`src/rtl/hazard_pkg.sv`:
```
// Shared encodings and helpers for the pipeline hazard controller.
// Control bundles are packed in the order the top-level output ports are listed.
package hazard_pkg;

  localparam int unsigned STATE_W = 2;

  localparam logic [STATE_W-1:0] ST_RUN      = 2'd0;
  localparam logic [STATE_W-1:0] ST_LU_STALL = 2'd1;
  localparam logic [STATE_W-1:0] ST_FLUSH    = 2'd2;
  localparam logic [STATE_W-1:0] ST_MEM_WAIT = 2'd3;

  localparam logic [4:0] REG_ZERO = 5'd0;

  // Width of the remaining-bubble counter; covers LOAD_LAT up to 7.
  localparam int unsigned LU_CNT_W = 3;

  typedef struct packed {
    logic pc_write;
    logic ifid_write;
    logic ifid_flush;
    logic idex_write;
    logic idex_bubble;
    logic exmem_write;
    logic exmem_flush;
  } ctrl_t;

  localparam ctrl_t CTRL_RUN    = '{pc_write: 1'b1, ifid_write: 1'b1, ifid_flush: 1'b0,
                                    idex_write: 1'b1, idex_bubble: 1'b0,
                                    exmem_write: 1'b1, exmem_flush: 1'b0};
  localparam ctrl_t CTRL_STALL  = '{pc_write: 1'b0, ifid_write: 1'b0, ifid_flush: 1'b0,
                                    idex_write: 1'b1, idex_bubble: 1'b1,
                                    exmem_write: 1'b1, exmem_flush: 1'b0};
  localparam ctrl_t CTRL_FLUSH  = '{pc_write: 1'b1, ifid_write: 1'b1, ifid_flush: 1'b1,
                                    idex_write: 1'b1, idex_bubble: 1'b1,
                                    exmem_write: 1'b1, exmem_flush: 1'b1};
  localparam ctrl_t CTRL_FREEZE = '{pc_write: 1'b0, ifid_write: 1'b0, ifid_flush: 1'b0,
                                    idex_write: 1'b0, idex_bubble: 1'b0,
                                    exmem_write: 1'b0, exmem_flush: 1'b0};
  localparam ctrl_t CTRL_RESET  = '{pc_write: 1'b0, ifid_write: 1'b0, ifid_flush: 1'b1,
                                    idex_write: 1'b0, idex_bubble: 1'b1,
                                    exmem_write: 1'b0, exmem_flush: 1'b1};

  // Load in EX whose destination feeds a source of the instruction in ID; $0 never hazards.
  function automatic logic lu_hazard(input logic       memread,
                                     input logic [4:0] ex_rt,
                                     input logic [4:0] id_rs,
                                     input logic [4:0] id_rt,
                                     input logic       uses_rt);
    return memread && (ex_rt != REG_ZERO) &&
           ((ex_rt == id_rs) || (uses_rt && (ex_rt == id_rt)));
  endfunction

endpackage

```
`src/rtl/sat_counter.sv`:
```
// Saturating up-counter with synchronous active-low clear; holds at all-ones.
module sat_counter #(
  parameter int unsigned CNT_W = 16
) (
  input  logic             clk,
  input  logic             clr_n,
  input  logic             inc,
  output logic [CNT_W-1:0] cnt
);

  localparam logic [CNT_W-1:0] ONE = {{(CNT_W-1){1'b0}}, 1'b1};

  logic [CNT_W-1:0] r_cnt;

  always_ff @(posedge clk) begin
    if (!clr_n) begin
      r_cnt <= '0;
    end else if (inc && (r_cnt != '1)) begin
      r_cnt <= r_cnt + ONE;
    end
  end

  assign cnt = r_cnt;

endmodule

```
`src/rtl/hazard_ctrl.sv`:
```
// Pipeline hazard controller: load-use stalls, taken-branch flushes and memory-wait freezes,
// plus saturating stall/flush event counters.
module hazard_ctrl
  import hazard_pkg::*;
#(
  parameter int unsigned LOAD_LAT = 1,
  parameter int unsigned CNT_W    = 16
) (
  input  logic               clk,
  input  logic               rst,
  input  logic [4:0]         id_rs,
  input  logic [4:0]         id_rt,
  input  logic               id_uses_rt,
  input  logic               ex_memread,
  input  logic [4:0]         ex_rt,
  input  logic               mem_taken,
  input  logic               mem_stall_req,
  output logic               pc_write,
  output logic               ifid_write,
  output logic               ifid_flush,
  output logic               idex_write,
  output logic               idex_bubble,
  output logic               exmem_write,
  output logic               exmem_flush,
  output logic [STATE_W-1:0] state_o,
  output logic [CNT_W-1:0]   stall_cnt,
  output logic [CNT_W-1:0]   flush_cnt
);

  localparam logic [LU_CNT_W-1:0] LU_INIT = LU_CNT_W'(LOAD_LAT - 1);
  localparam logic [LU_CNT_W-1:0] LU_ONE  = LU_CNT_W'(1);

  logic [STATE_W-1:0]  r_state;
  logic [LU_CNT_W-1:0] r_lu_cnt;
  logic                r_resume;

  logic [STATE_W-1:0]  w_state_d;
  logic [STATE_W-1:0]  w_eff_state;
  logic [LU_CNT_W-1:0] w_lu_cnt_d;
  logic                w_resume_d;
  logic                w_stall_inc;
  logic                w_flush_inc;
  logic                w_lu_hit;
  ctrl_t               w_ctrl;
  ctrl_t               w_out;

  assign w_lu_hit = lu_hazard(ex_memread, ex_rt, id_rs, id_rt, id_uses_rt);

  // A released memory wait behaves as the state it interrupted in the same cycle.
  always_comb begin
    w_eff_state = r_state;
    if (r_state == ST_MEM_WAIT) begin
      w_eff_state = r_resume ? ST_LU_STALL : ST_RUN;
    end
  end

  always_comb begin
    w_ctrl      = CTRL_RUN;
    w_state_d   = ST_RUN;
    w_lu_cnt_d  = r_lu_cnt;
    w_resume_d  = 1'b0;
    w_stall_inc = 1'b0;
    w_flush_inc = 1'b0;

    if (mem_stall_req) begin
      w_ctrl      = CTRL_FREEZE;
      w_state_d   = ST_MEM_WAIT;
      w_stall_inc = 1'b1;
      if ((r_state == ST_LU_STALL) && (r_lu_cnt != '0)) begin
        w_resume_d = 1'b1;
      end else if (r_state == ST_MEM_WAIT) begin
        w_resume_d = r_resume;
      end
    end else if (mem_taken) begin
      w_ctrl      = CTRL_FLUSH;
      w_state_d   = ST_FLUSH;
      w_lu_cnt_d  = '0;
      w_flush_inc = 1'b1;
    end else begin
      case (w_eff_state)
        ST_LU_STALL: begin
          w_ctrl      = CTRL_STALL;
          w_stall_inc = 1'b1;
          w_lu_cnt_d  = (r_lu_cnt != '0) ? (r_lu_cnt - LU_ONE) : '0;
          w_state_d   = (r_lu_cnt <= LU_ONE) ? ST_RUN : ST_LU_STALL;
        end
        ST_FLUSH: begin
          // IF/ID holds the flushed NOP, so any apparent hazard is stale.
          w_ctrl    = CTRL_RUN;
          w_state_d = ST_RUN;
        end
        default: begin
          if (w_lu_hit) begin
            w_ctrl      = CTRL_STALL;
            w_stall_inc = 1'b1;
            if (LOAD_LAT > 1) begin
              w_lu_cnt_d = LU_INIT;
              w_state_d  = ST_LU_STALL;
            end
          end
        end
      endcase
    end
  end

  always_ff @(posedge clk) begin
    if (!rst) begin
      r_state  <= ST_RUN;
      r_lu_cnt <= '0;
      r_resume <= 1'b0;
    end else begin
      r_state  <= w_state_d;
      r_lu_cnt <= w_lu_cnt_d;
      r_resume <= w_resume_d;
    end
  end

  assign w_out = rst ? w_ctrl : CTRL_RESET;

  assign pc_write    = w_out.pc_write;
  assign ifid_write  = w_out.ifid_write;
  assign ifid_flush  = w_out.ifid_flush;
  assign idex_write  = w_out.idex_write;
  assign idex_bubble = w_out.idex_bubble;
  assign exmem_write = w_out.exmem_write;
  assign exmem_flush = w_out.exmem_flush;
  assign state_o     = r_state;

  sat_counter #(
    .CNT_W (CNT_W)
  ) u_stall_cnt (
    .clk   (clk),
    .clr_n (rst),
    .inc   (w_stall_inc),
    .cnt   (stall_cnt)
  );

  sat_counter #(
    .CNT_W (CNT_W)
  ) u_flush_cnt (
    .clk   (clk),
    .clr_n (rst),
    .inc   (w_flush_inc),
    .cnt   (flush_cnt)
  );

endmodule
```
`config.mk`:
```
export PLATFORM = sky130hd
export DESIGN_NAME = hazard_ctrl
export DESIGN_NICKNAME = d
export VERILOG_FILES = /design/src/rtl/hazard_pkg.sv /design/src/rtl/sat_counter.sv /design/src/rtl/hazard_ctrl.sv
export SDC_FILE = /design/constraint.sdc
export NUM_CORES = 1
export LEC_CHECK = 0
export ABC_CLOCK_PERIOD_IN_PS = 3300
export BUFFER_PORTS_ARGS = -buffer_cell sky130_fd_sc_hd__buf_2
export CAP_MARGIN = 20
export CELL_PAD_IN_SITES_DETAIL_PLACEMENT = 1
export CELL_PAD_IN_SITES_GLOBAL_PLACEMENT = 2
export CORE_ASPECT_RATIO = 1.2
export CORE_MARGIN = 4
export CORE_UTILIZATION = 31
export DETAILED_ROUTE_END_ITERATION = 6
export PLACE_DENSITY_LB_ADDON = 0.1
export SLEW_MARGIN = 20
export SYNTH_ARGS = -nofsm -noshare
export SYNTH_HDL_FRONTEND = slang
export SYNTH_SLANG_ARGS = --single-unit
```
`constraint.sdc`:
```
create_clock -name clk -period 3.3 [get_ports clk]
set_input_delay 0.165 -clock clk [delete_from_list [all_inputs] [get_ports clk]]
set_output_delay 0.165 -clock clk [all_outputs]
set_load 0.05 [all_outputs]
```
# Word level (Yosys, flattened, before mapping)
# Cells that the tools add are included.
# op_classes
add_sub_neg,3
order_cmp,1
n_eq_ne,9
mux,22
bitwise,1
reduce_logical,12
# op_table
op,count
$add 16x1->16 const B,2
$ne 16x16->1 const B,2
$mux 7,4
$pmux 7 s2,1
$eq 5x5->1,2
$mux 1,10
$mux 3,3
$logic_and 1x1->1,6
$mux 2,3
$reduce_bool 5->1,1
$eq 2x1->1 const B,2
$eq 2x2->1 const B,2
$reduce_and 2->1,2
$le 3x1->1 const B,1
$reduce_bool 3->1,1
$sub 3x1->3 const B,1
$ne 2x2->1 const B,1
$pmux 1 s2,1
$reduce_bool 2->1,1
$logic_or 1x1->1,1
$not 1->1,1
# totals
register_bits,38
out_inout_bits,41
elab_cells,53

# Longest topological paths before layout
# logic_depth
depth_word,9
mapped_depth,12

# Hierarchy
# From an unflattened synthesis, not the netlist that was laid out.
# unflattened
hier_cells,259
hier_area_um2,2207.1
# by_module_without_submodules
mod,n_inst,cells_per_inst,area_each_um2
sat_counter,2,97,837.1
hazard_ctrl,1,65,533.0

# Worst setup path before layout
# Ideal clock, no wire load.
# synth_path
kind,register -> output
startpoint,"register r_state[1], in the netlist state_o[1]"
endpoint,output port pc_write
t_arrival_ns,2.459
path_slack_ns,0.676
path_stages_with_launch,10
path_buffers,1
cell_sequence,dfxtp_1 inv_1 o21ai_0 inv_1 ha_1 o211ai_1 nand2b_1 o21a_1 o21a_1 buf_4
# synth_via
elab_chain_cells,7
elab_cells_between_ends,8
classes_between,eq/ne: 3; mux: 5
# synth_lines
element,line,source
"start, declared",hazard_ctrl.sv:33,logic [STATE_W-1:0] r_state;
"start signal, assigned",hazard_ctrl.sv:112,r_state <= w_state_d;
$eq 2x2->1,hazard_ctrl.sv:52,if (r_state == ST_MEM_WAIT) begin
$mux 2 (*),hazard_ctrl.sv:52,
$eq 2x2->1 or $eq 2x1->1 (tied branches),hazard_ctrl.sv:80,case (w_eff_state)
$pmux 7 s2 (*),hazard_ctrl.sv:80,
$mux 7 (*),hazard_ctrl.sv:74,end else if (mem_taken) begin
$mux 7 (*),hazard_ctrl.sv:65,if (mem_stall_req) begin
$mux 7 (*),hazard_ctrl.sv:118,assign w_out = rst ? w_ctrl : CTRL_RESET;
"end, declared",hazard_ctrl.sv:18,"output logic pc_write,"
# Mark *: on every way between the ends. The rest lies on a longest branch, timed or not.

# Worst setup path in the final report
# layout_path
startpoint,"register r_state[1], in the netlist state_o[1]"
endpoint,"register u_stall_cnt.r_cnt[6], in the netlist u_stall_cnt.cnt[6]"
# layout_via
elab_chain_cells,7
elab_cells_between_ends,8
classes_between,eq/ne: 3; mux: 4; reduce/logical: 1
# layout_lines
element,line,source
$eq 2x2->1,hazard_ctrl.sv:52,
$mux 2 (*),hazard_ctrl.sv:52,
$eq 2x2->1 or $eq 2x1->1 (tied branches),hazard_ctrl.sv:80,
$pmux 1 s2 (*),hazard_ctrl.sv:80,
$mux 1 (*),hazard_ctrl.sv:74,
$mux 1 (*),hazard_ctrl.sv:65,
$logic_and 1x1->1 (*),sat_counter.sv:18,end else if (inc && (r_cnt != '1)) begin
"end signal, assigned",sat_counter.sv:19,r_cnt <= r_cnt + ONE;
"end, declared",sat_counter.sv:13,logic [CNT_W-1:0] r_cnt;
# Marked as above.
# A chain may end at the register's enable or synchronous reset.

==> reports/qor.txt <==
Yosys top cell area share -> 36.6%
RSZ-0062 raised after global routing -> false
Max-cap violations -> 0
area of the core -> 0.00649 sq mm
Setup TNS -> 0 ns
IO buf count -> 61
gr ovfl total -> 0
synth warn -> 0
worst skew pair latency -> 0.29 ns
vias in the first global route -> 1932
Total Power -> 934 uW
Initial Utilization -> 32.0%
synthesized netlist net count -> 276
dpl ws -> 0.766 ns
reg-to-reg startpoint -> state_o[1]$_SDFF_PN0_
Worst Min Path Start -> mem_stall_req
Worst VDD drop -> 203 uV
synthesized area -> 0.00208 sq mm
DP HPWL -> 4000 um
Routed WL per cell -> 13.5 um
CTS H-tree depth -> 2
Setup Skew -> 0.00592 ns
required time of the critical path -> 3.53 ns
Antenna Violating Nets Remaining -> 0
post-CTS sizing -> 0
fin crit period -> 2.53 ns
die area -> 0.00808 sq mm
startpoint types -> flip-flop
vias per cell -> 4.86
number of synthesized register bits -> 38
WL final -> 5330 um
Syn Area/Cell -> 8.35 sq um
Max transition margin -> 53.6%
Core Rows -> 32
first-pass GRT wire length -> 9040 um
All-Layer GR Usage -> 14.1%
NumNets Final -> 335
worst setup path startpoint -> state_o[1]$_SDFF_PN0_
share of cells above drive strength 1 -> 25.2%
commonest cells in the synthesized netlist -> dfxtp_1, nor2_1, nand2_1
synth unique cells -> 41
hold_buf cts -> 0
cell area power density -> 370 mW/mm^2
worst slew pin tran -> 0.691 ns
Yosys top cell by area -> dfxtp_1
RD Place Congestion -> 0.690
Hold Fails Final Rpt -> 0
synthesis-to-finish area growth -> 21.4%
vias -> 1913
initial antenna violation count -> 0
clock slew at reported path FFs -> 0.08 ns
post-route clock period utilization -> 76.6%
CTS tree -> built
Worst Path Max Fanout -> 27
initial DRC count -> 23
# clock sinks -> 38
design area -> 0.00252 sq mm
# diodes -> 0
critical path type -> flip-flop to flip-flop
top-count cell post-synth -> dfxtp_1
Worst setup EP type -> flip-flop
EDFF count, synth -> 0
Area contributors post-synth -> dfxtp_1, xnor2_1, nor2_1
pin count of the biggest net entering global routing -> 33
final setup margin -> 0.773 ns
Post-CTS Setup Bufs -> 0
leak pwr -> 1.04 nW
Worst Hold Class -> input pin to flip-flop
Residual DRC -> 0
fill count -> 856
Die Y -> 97.7 um
status -> finished, final reports clean
worst path arrival time -> 2.76 ns
Syn Inst Count -> 249
top_reg_cell synth -> dfxtp_1
Root Buffer Master -> clkbuf_8
fin. max-slew vios -> 0
Pre-antenna DRT Iters -> 4
ys async rst share -> 0%
Util after Layout -> 38.9%
Fmax achieved -> 396 MHz
Boundary Pins -> 62
die width -> 82.7 um
Clock Path Buffers -> 2
# setup viols final -> 0
Placed Area -> 0.00243 sq mm
sequential share of the synthesized area -> 36.6%
Num CTS Buffers -> 5
==> path summary, 6_finish.rpt <==
| check | cells past startpoint | endpoint | slack (ns) |
|---|---|---|---|
| worst max-delay path | 9 | u_stall_cnt.cnt[6]$_SDFFE_PN0P_ | 0.77 |
| worst min-delay path | 3 | r_resume$_SDFFE_PN0P_ | 0.21 |
| worst max register to register | 9 | u_stall_cnt.cnt[6]$_SDFFE_PN0P_ | 0.77 |
| worst min register to register | 2 | r_lu_cnt[1]$_SDFFE_PN0P_ | 0.51 |
==> cells by family after synthesis <==
logic type,count (synthesis),synth area share (%)
XOR/XNOR,26,11.0
AO/OA/AOI/OAI,44,13.4
flip-flops,38,36.6
multiplexers,4,1.93
AND/OR/NAND/NOR,111,28.6
buffers and inverters,20,4.88
adder cells (fa/ha/maj),6,3.61
==> layer usage <==
layer	vias to the layer above	track usage (%)	wire length [um]	part of all wire [%]
met5	-	0	0	0
met4	0	4.53	34	0.64
met3	2	3.34	251	4.7
met2	42	23.3	2570	48
met1	895	17.8	2480	47
li1	974	-	-	-
==> power breakdown <==
part	switching [mW]	internal (mW)	total (mW)
clock network	0.181	0.149	0.330
logic	0.0906	0.0429	0.133
registers	0.00668	0.464	0.471
==> metrics by stage <==
| stage | std cells | hold slack, ns |
|---|---|---|
| floorplan | 249 | 0.307 |
| global placement | 386 | 0.490 |
| detailed placement | 386 | 0.495 |
| CTS | 394 | 0.195 |
| global route | 394 | 0.214 |
| finish | 394 | 0.210 |
==> cell type report <==
| cell class | count | area (sq um) | area share [%] |
|---|---|---|---|
| multi-input combinational | 191 | 1220 | 48.2 |
| sequential | 38 | 761 | 30.1 |
| timing repair buffer | 62 | 313 | 12.4 |
| tap | 85 | 106 | 4.21 |
| clock buffer | 5 | 68.8 | 2.73 |
| inverter | 10 | 37.5 | 1.49 |
| clock inverter | 3 | 21.3 | 0.843 |
==> worst max-delay path: stages, from the launching register on <==
cell	delay [ns]
dfxtp_1	0.37
inv_1	0.05
o21ai_0	0.28
inv_1	0.08
ha_1	0.33
o211ai_1	0.11
a311oi_1	0.38
a21oi_4	0.25
or4_1	0.45
a21oi_1	0.14
==> sequential cells by signal (all words and copies together), names as in the netlist <==
name             flops
u_flush_cnt.cnt     16
u_stall_cnt.cnt     16
r_lu_cnt             3
state_o              2
r_resume             1
==> cell usage in the layout, fill, tap and decap left out, types with 3 or more instances in the layout <==
cell type and n:
ha_1 6, a21oi_1 16, mux2i_1 4, dfxtp_1 38, xnor2_1 16, or4_1 3
or2_2 3, nand2_1 17, nand2b_1 9, and2_1 5, and3_1 3, o21ai_1 11
nor2_1 29, nand3_1 12, buf_2 61, or3_1 12, xor2_1 10, inv_1 10
clkbuf_8 5, nand4_1 7
No activity file was read; power rests on OpenSTA's default activity.
